[src/rtl/crono_pkg.sv]
// Shared definitions for the countdown timer: state encoding, BCD digit limits,
// the zero time and the preset validity check.
package crono_pkg;

   typedef enum logic [1:0] {
      IDLE  = 2'd0,
      RUN   = 2'd1,
      PAUSE = 2'd2,
      DONE  = 2'd3
   } crono_state_t;

   localparam logic [3:0]  TENS_MAX_MS = 4'd5;
   localparam logic [3:0]  UNITS_MAX   = 4'd9;
   localparam logic [3:0]  TENS_MAX_H  = 4'd2;
   localparam logic [7:0]  HOURS_MAX   = 8'h23;
   localparam logic [23:0] ZERO_TIME   = 24'h00_00_00;

   // Valid BCD digits compare correctly as plain hex, so hours <= 8'h23 works
   // once every digit is known to be in range.
   function automatic logic preset_ok(input logic [23:0] t);
      logic digits_ok;
      digits_ok = (t[23:20] <= TENS_MAX_H)  && (t[19:16] <= UNITS_MAX) &&
                  (t[23:16] <= HOURS_MAX)   &&
                  (t[15:12] <= TENS_MAX_MS) && (t[11:8]  <= UNITS_MAX) &&
                  (t[7:4]   <= TENS_MAX_MS) && (t[3:0]   <= UNITS_MAX);
      return digits_ok && (t != ZERO_TIME);
   endfunction

endpackage

[src/rtl/crono_bcd_dec.sv]
// Combinational HH:MM:SS BCD decrement by one second, saturating at 00:00:00,
// with a flag that the decremented value is zero.
module crono_bcd_dec
   import crono_pkg::*;
(
   input  logic [23:0] t_in,
   output logic [23:0] t_dec,
   output logic        is_zero
);

   // Returns {borrow_out, new_digit}; a digit only moves when borrowed from.
   function automatic logic [4:0] dig_dec(input logic [3:0] d,
                                          input logic [3:0] wrap,
                                          input logic       b_in);
      if (!b_in)
         return {1'b0, d};
      else if (d == 4'd0)
         return {1'b1, wrap};
      else
         return {1'b0, d - 4'd1};
   endfunction

   logic [4:0] su_r, st_r, mu_r, mt_r, hu_r;
   logic [3:0] ht_n;

   always_comb begin
      su_r  = dig_dec(t_in[3:0],   UNITS_MAX,   1'b1);
      st_r  = dig_dec(t_in[7:4],   TENS_MAX_MS, su_r[4]);
      mu_r  = dig_dec(t_in[11:8],  UNITS_MAX,   st_r[4]);
      mt_r  = dig_dec(t_in[15:12], TENS_MAX_MS, mu_r[4]);
      hu_r  = dig_dec(t_in[19:16], UNITS_MAX,   mt_r[4]);
      ht_n  = hu_r[4] ? (t_in[23:20] - 4'd1) : t_in[23:20];
      t_dec = {ht_n, hu_r[3:0], mt_r[3:0], mu_r[3:0], st_r[3:0], su_r[3:0]};
      // Hour tens can only borrow from a zero count, which must stay at zero.
      if (t_in == ZERO_TIME)
         t_dec = ZERO_TIME;
      is_zero = (t_dec == ZERO_TIME);
   end

endmodule

[src/rtl/crono_control.sv]
// Countdown timer controller: button edge detect, IDLE/RUN/PAUSE/DONE FSM and
// BCD countdown register. Define CRONO_ALARM_BLINK_EN to make alarm toggle per tick in DONE.
module crono_control
   import crono_pkg::*;
(
   input  logic       clk,
   input  logic       reset,
   input  logic       start,
   input  logic       stop,
   input  logic       tick_1hz,
   input  logic [7:0] preset_h,
   input  logic [7:0] preset_m,
   input  logic [7:0] preset_s,
   output logic [7:0] cnt_h,
   output logic [7:0] cnt_m,
   output logic [7:0] cnt_s,
   output logic       edit_en,
   output logic       running,
   output logic       alarm,
   output logic [1:0] state
);

   crono_state_t state_q, state_d;
   logic [23:0]  cnt_q, cnt_d, cnt_dec;
   logic [23:0]  preset;
   logic         dec_zero;
   logic         alarm_q, alarm_d;
   logic         start_q, stop_q;
   logic         start_edge, stop_edge;

   assign preset     = {preset_h, preset_m, preset_s};
   assign start_edge = start & ~start_q;
   assign stop_edge  = stop & ~stop_q;

   crono_bcd_dec u_dec (
      .t_in    (cnt_q),
      .t_dec   (cnt_dec),
      .is_zero (dec_zero)
   );

   always_ff @(posedge clk or negedge reset) begin
      if (!reset) begin
         state_q <= IDLE;
         cnt_q   <= ZERO_TIME;
         alarm_q <= 1'b0;
         start_q <= 1'b0;
         stop_q  <= 1'b0;
      end else begin
         state_q <= state_d;
         cnt_q   <= cnt_d;
         alarm_q <= alarm_d;
         start_q <= start;
         stop_q  <= stop;
      end
   end

   always_comb begin
      state_d = state_q;
      cnt_d   = cnt_q;
      alarm_d = alarm_q;
      unique case (state_q)
         IDLE: begin
            cnt_d = preset;
            // A simultaneous stop edge wins, and stop has nothing to do in IDLE.
            if (start_edge && !stop_edge && preset_ok(preset))
               state_d = RUN;
         end
         RUN: begin
            // The tick lands first; reaching zero overrides a same-cycle stop.
            if (tick_1hz) begin
               cnt_d = cnt_dec;
               if (dec_zero) begin
                  state_d = DONE;
                  alarm_d = 1'b1;
               end else if (stop_edge) begin
                  state_d = PAUSE;
               end
            end else if (stop_edge) begin
               state_d = PAUSE;
            end
         end
         PAUSE: begin
            if (stop_edge)
               state_d = IDLE;
            else if (start_edge)
               state_d = RUN;
         end
         DONE: begin
            if (start_edge || stop_edge) begin
               state_d = IDLE;
               alarm_d = 1'b0;
            end else if (tick_1hz) begin
`ifdef CRONO_ALARM_BLINK_EN
               alarm_d = ~alarm_q;
`else
               alarm_d = 1'b1;
`endif
            end
         end
         default: begin
            state_d = IDLE;
            alarm_d = 1'b0;
         end
      endcase
   end

   assign cnt_h   = cnt_q[23:16];
   assign cnt_m   = cnt_q[15:8];
   assign cnt_s   = cnt_q[7:0];
   assign state   = state_q;
   assign edit_en = (state_q == IDLE);
   assign running = (state_q == RUN);
   assign alarm   = alarm_q;

endmodule
[config.mk]
export PLATFORM = sky130hd
export DESIGN_NAME = crono_control
export DESIGN_NICKNAME = d
export VERILOG_FILES = /design/src/rtl/crono_pkg.sv /design/src/rtl/crono_bcd_dec.sv /design/src/rtl/crono_control.sv
export SDC_FILE = /design/constraint.sdc
export NUM_CORES = 1
export LEC_CHECK = 0
export CORE_AREA = 2 2 69 71
export CTS_BUF_LIST = sky130_fd_sc_hd__clkbuf_2
export CTS_CLUSTER_SIZE = 16
export DETAILED_ROUTE_END_ITERATION = 8
export DIE_AREA = 0 0 71 73
export GPL_ROUTABILITY_DRIVEN = 0
export PLACE_DENSITY_LB_ADDON = 0.12
export SLEW_MARGIN = 30
export SYNTH_ARGS = -nofsm -noshare
export SYNTH_HDL_FRONTEND = slang
export SYNTH_SLANG_ARGS = --single-unit
export TNS_END_PERCENT = 1
[constraint.sdc]
create_clock -name clk -period 2.9 [get_ports clk]
set_input_delay 0.725 -clock clk [delete_from_list [all_inputs] [get_ports clk]]
set_output_delay 0.725 -clock clk [all_outputs]
set_load 0.03 [all_outputs]
==> results.md <==
- Status: finished, final reports clean
- CTS root buf: clkbuf_2
- Synth Cell Area: between 0.002 and 0.0025 mm^2
- Layout cells sized above 1: 0.0634
- Leading area contributor after synthesis: dfrtp_1
- Hold-fix buffers at CTS: 0
- Routed vias/inst: between 6 and 7
- Drt pass-1 iters: 6
- Clk_lat worst skew: around 0.4 ns
- Critical path capture point type: output port
- CTS sink cnt: 29
- First-pass GRT wire length: roughly 11000 um
- Area Growth Syn to Fin: 30.8%
- Comb power frac: 0.307
- WL/cell: 18.0 um
- Drt drc: 0
- Top post-synthesis cells by area: dfrtp_1 34%, o21ai_0 7.0%, a21oi_1 6.1%, nor4_1 4.4%, nand2_1 4.2%
- # setup viols final: 0
- Total wire length: about 6900 um
- Max Clock Freq: between 0.3 and 0.4 GHz
- Number of max-cap violations: 0
- Yosys warning count: 0
- Sw frac: 0.380
- Dpl hpwl: around 5000 um
- Worst-path fanout max: 10
- Post-Syn Instances: ~280
- Net Count, Synth: about 310
- Flop pwr share: 0.489
- Die W: just over 70 um
- Leak Pwr: roughly 1.1 nW
- Worst hold path class: flip-flop to flip-flop
- Clock power frac: 0.205
- GRT Overall Usage: 0.274
- Crit path DAT: between 2 and 2.5 ns
- Internal Dissipation: 0.625 mW
- Pwr Density: 358 mW/mm^2
- Die height: between 70 and 80 um
- Worst-margin pin slew: ~0.9 ns
- Via count: between 2000 and 2500
- Final ANT Viol Nets: 0
- PortBufs: between 50 and 60
- Sequential-to-total area share from yosys stat: 0.338
- Clock slew at reported path FFs: between 0.15 and 0.2 ns
- RSZ-0062 raised after global routing: false
- Initial core utilization: 0.473
- Startpoint class of the critical path: flip-flop
- Final Max Slew Viols: 0
- Syn Area/Cell: between 7 and 8 um^2
- Initial antenna violation count: 0
- FFs w/ async S/R, synth: 1.00
- ANT cells: 0
- Netlist cell types: 51
- P_sw: between 0.3 and 0.4 mW
- GR Overflow Total: 0
- Kind of critical path: flip-flop to output port
- H-tree depth: 2
- Final period util: 0.948
- Fin crit period: 2.75 ns
- Tot Pwr: ~1.0 mW
- Die ar.: 0.00518 mm^2
- Final Util: 0.619
- Vias in the first global route: roughly 2300
- Final hold viol count: 0
- CTS max path bufs: 2
- Setup_tns: 0 ns
- Std cell rows: 25
- DR iter-0 viols: ~170
- VDD IR-drop max: 0.187 mV
- Yosys top cell area share: 0.338
- Largest net degree at the start of global routing: 40
- Slew HR: 0.394
- # IOs: 58
- CTS tree: done
- Critical Path RT: roughly 2.2 ns
- Top_reg_cell synth: dfrtp_1
- Seq cells post-synth: 29
- Setup Buffers After CTS: 0
- Post-synth EDFFs: 0
- Worst Skew: about 0.032 ns
- CTS buffer count: 5
- Post_cts resized: 0
- CORE AREA: 0.00454 mm^2
- Final nets: between 300 and 400
-- metrics by stage --
step	worst slack [ns]	instance area, um^2	hold slack, ns	std cells
after CTS	0.174	2800	0.574	385
after floorplan	0.597	2150	0.429	275
final	0.151	2810	0.555	385
after detailed placement	0.282	2770	0.535	377
after global placement	0.285	2770	0.524	377
after global routing	0.0731	2810	0.604	385
-- synthesized netlist by cell type, types with 3 or more instances --
| master | n |
|---|---|
| nand2b_1 | 3 |
| o31ai_1 | 5 |
| nor4_1 | 15 |
| inv_1 | 17 |
| nand2_1 | 24 |
| nor2b_1 | 3 |
| ha_1 | 4 |
| nand4_1 | 6 |
| clkbuf_1 | 11 |
| a32oi_1 | 3 |
| a22oi_1 | 6 |
| nand3_1 | 6 |
| nor3_1 | 12 |
| a21o_1 | 3 |
| or3_1 | 4 |
| dfrtp_1 | 29 |
| a21oi_1 | 26 |
| a22o_1 | 3 |
| and3_1 | 3 |
| nor2_1 | 19 |
| o21ai_0 | 30 |
| mux2i_1 | 3 |
| o22ai_1 | 5 |
| o21ai_1 | 5 |
-- power by group through the flow --
stage | logic [mW] | clock network [mW] | registers, mW
floorplan | 0.111 | 0 | 0.539
detailed placement | 0.306 | 0 | 0.499
global placement | 0.303 | 0 | 0.498
CTS | 0.307 | 0.214 | 0.492
global route | 0.332 | 0.225 | 0.499
finish | 0.309 | 0.206 | 0.492
-- per-layer routing --
layer / GRT usage / part of all wire / vias to the layer above
li1: - / - / 1146
met1: 0.368 / 0.42 / 1175
met5: 0 / 0 / -
met2: 0.436 / 0.46 / 140
met4: 0.0985 / 0.024 / 0
met3: 0.0635 / 0.093 / 17
-- path summary, 6_finish.rpt --
| kind | slack [ns] | from | cells after the start | to |
|---|---|---|---|---|
| worst max-delay path | 0.15 | state[0] | 3 | running |
| worst min-delay path | 0.55 | stop_q | 3 | state[1] |
| worst max register to register | 0.25 | cnt_q[0] | 8 | cnt_q[0] |
| worst min register to register | 0.55 | stop_q | 3 | state[1] |
| max in group asynchronous | 1.86 | reset | 2 | cnt_q[10] |
| min in group asynchronous | 0.70 | reset | 2 | cnt_q[8] |
-- layout by cell type (no fill, tap or decap), types with 12 or more instances in the layout --
| cell | instances |
|---|---|
| dfrtp_1 | 29 |
| inv_1 | 17 |
| nor3_1 | 12 |
| nor2_1 | 19 |
| nor4_1 | 15 |
| clkdlybuf4s50_1 | 57 |
| a21oi_1 | 26 |
| nand2_1 | 24 |
| o21ai_0 | 30 |
-- cell type report --
cell class,instances,area (um^2)
clock buffers,5,25.0
clock inverters,3,12.5
fillers,420,1730
inverters,18,67.6
multi-input cells,215,1310
flip-flops and latches,29,726
well taps,54,67.6
repair buffers,61,601
-- logic make-up after synthesis --
kind of cell	count (synthesis)	synth area share
AOI/OAI and AO/OA	98	0.279
xor gates and xnor gates	2	0.00816
adders and majority gates	4	0.0233
buffers and inverters	31	0.0548
DFF	29	0.338
muxes	3	0.0140
and+or+nand+nor	108	0.283
-- sequential cells by signal, indices dropped and copies added, names as in the netlist --
register,flops
state,2
start_q,1
alarm,1
stop_q,1
cnt_q,24
-- critical path, cell delays in order (launching register included) --
cell,delay (ns)
dfrtp_1,0.57
nand2b_1,0.14
inv_2,0.20
clkdlybuf4s50_1,0.72
Power figures use the tool's default switching activity.
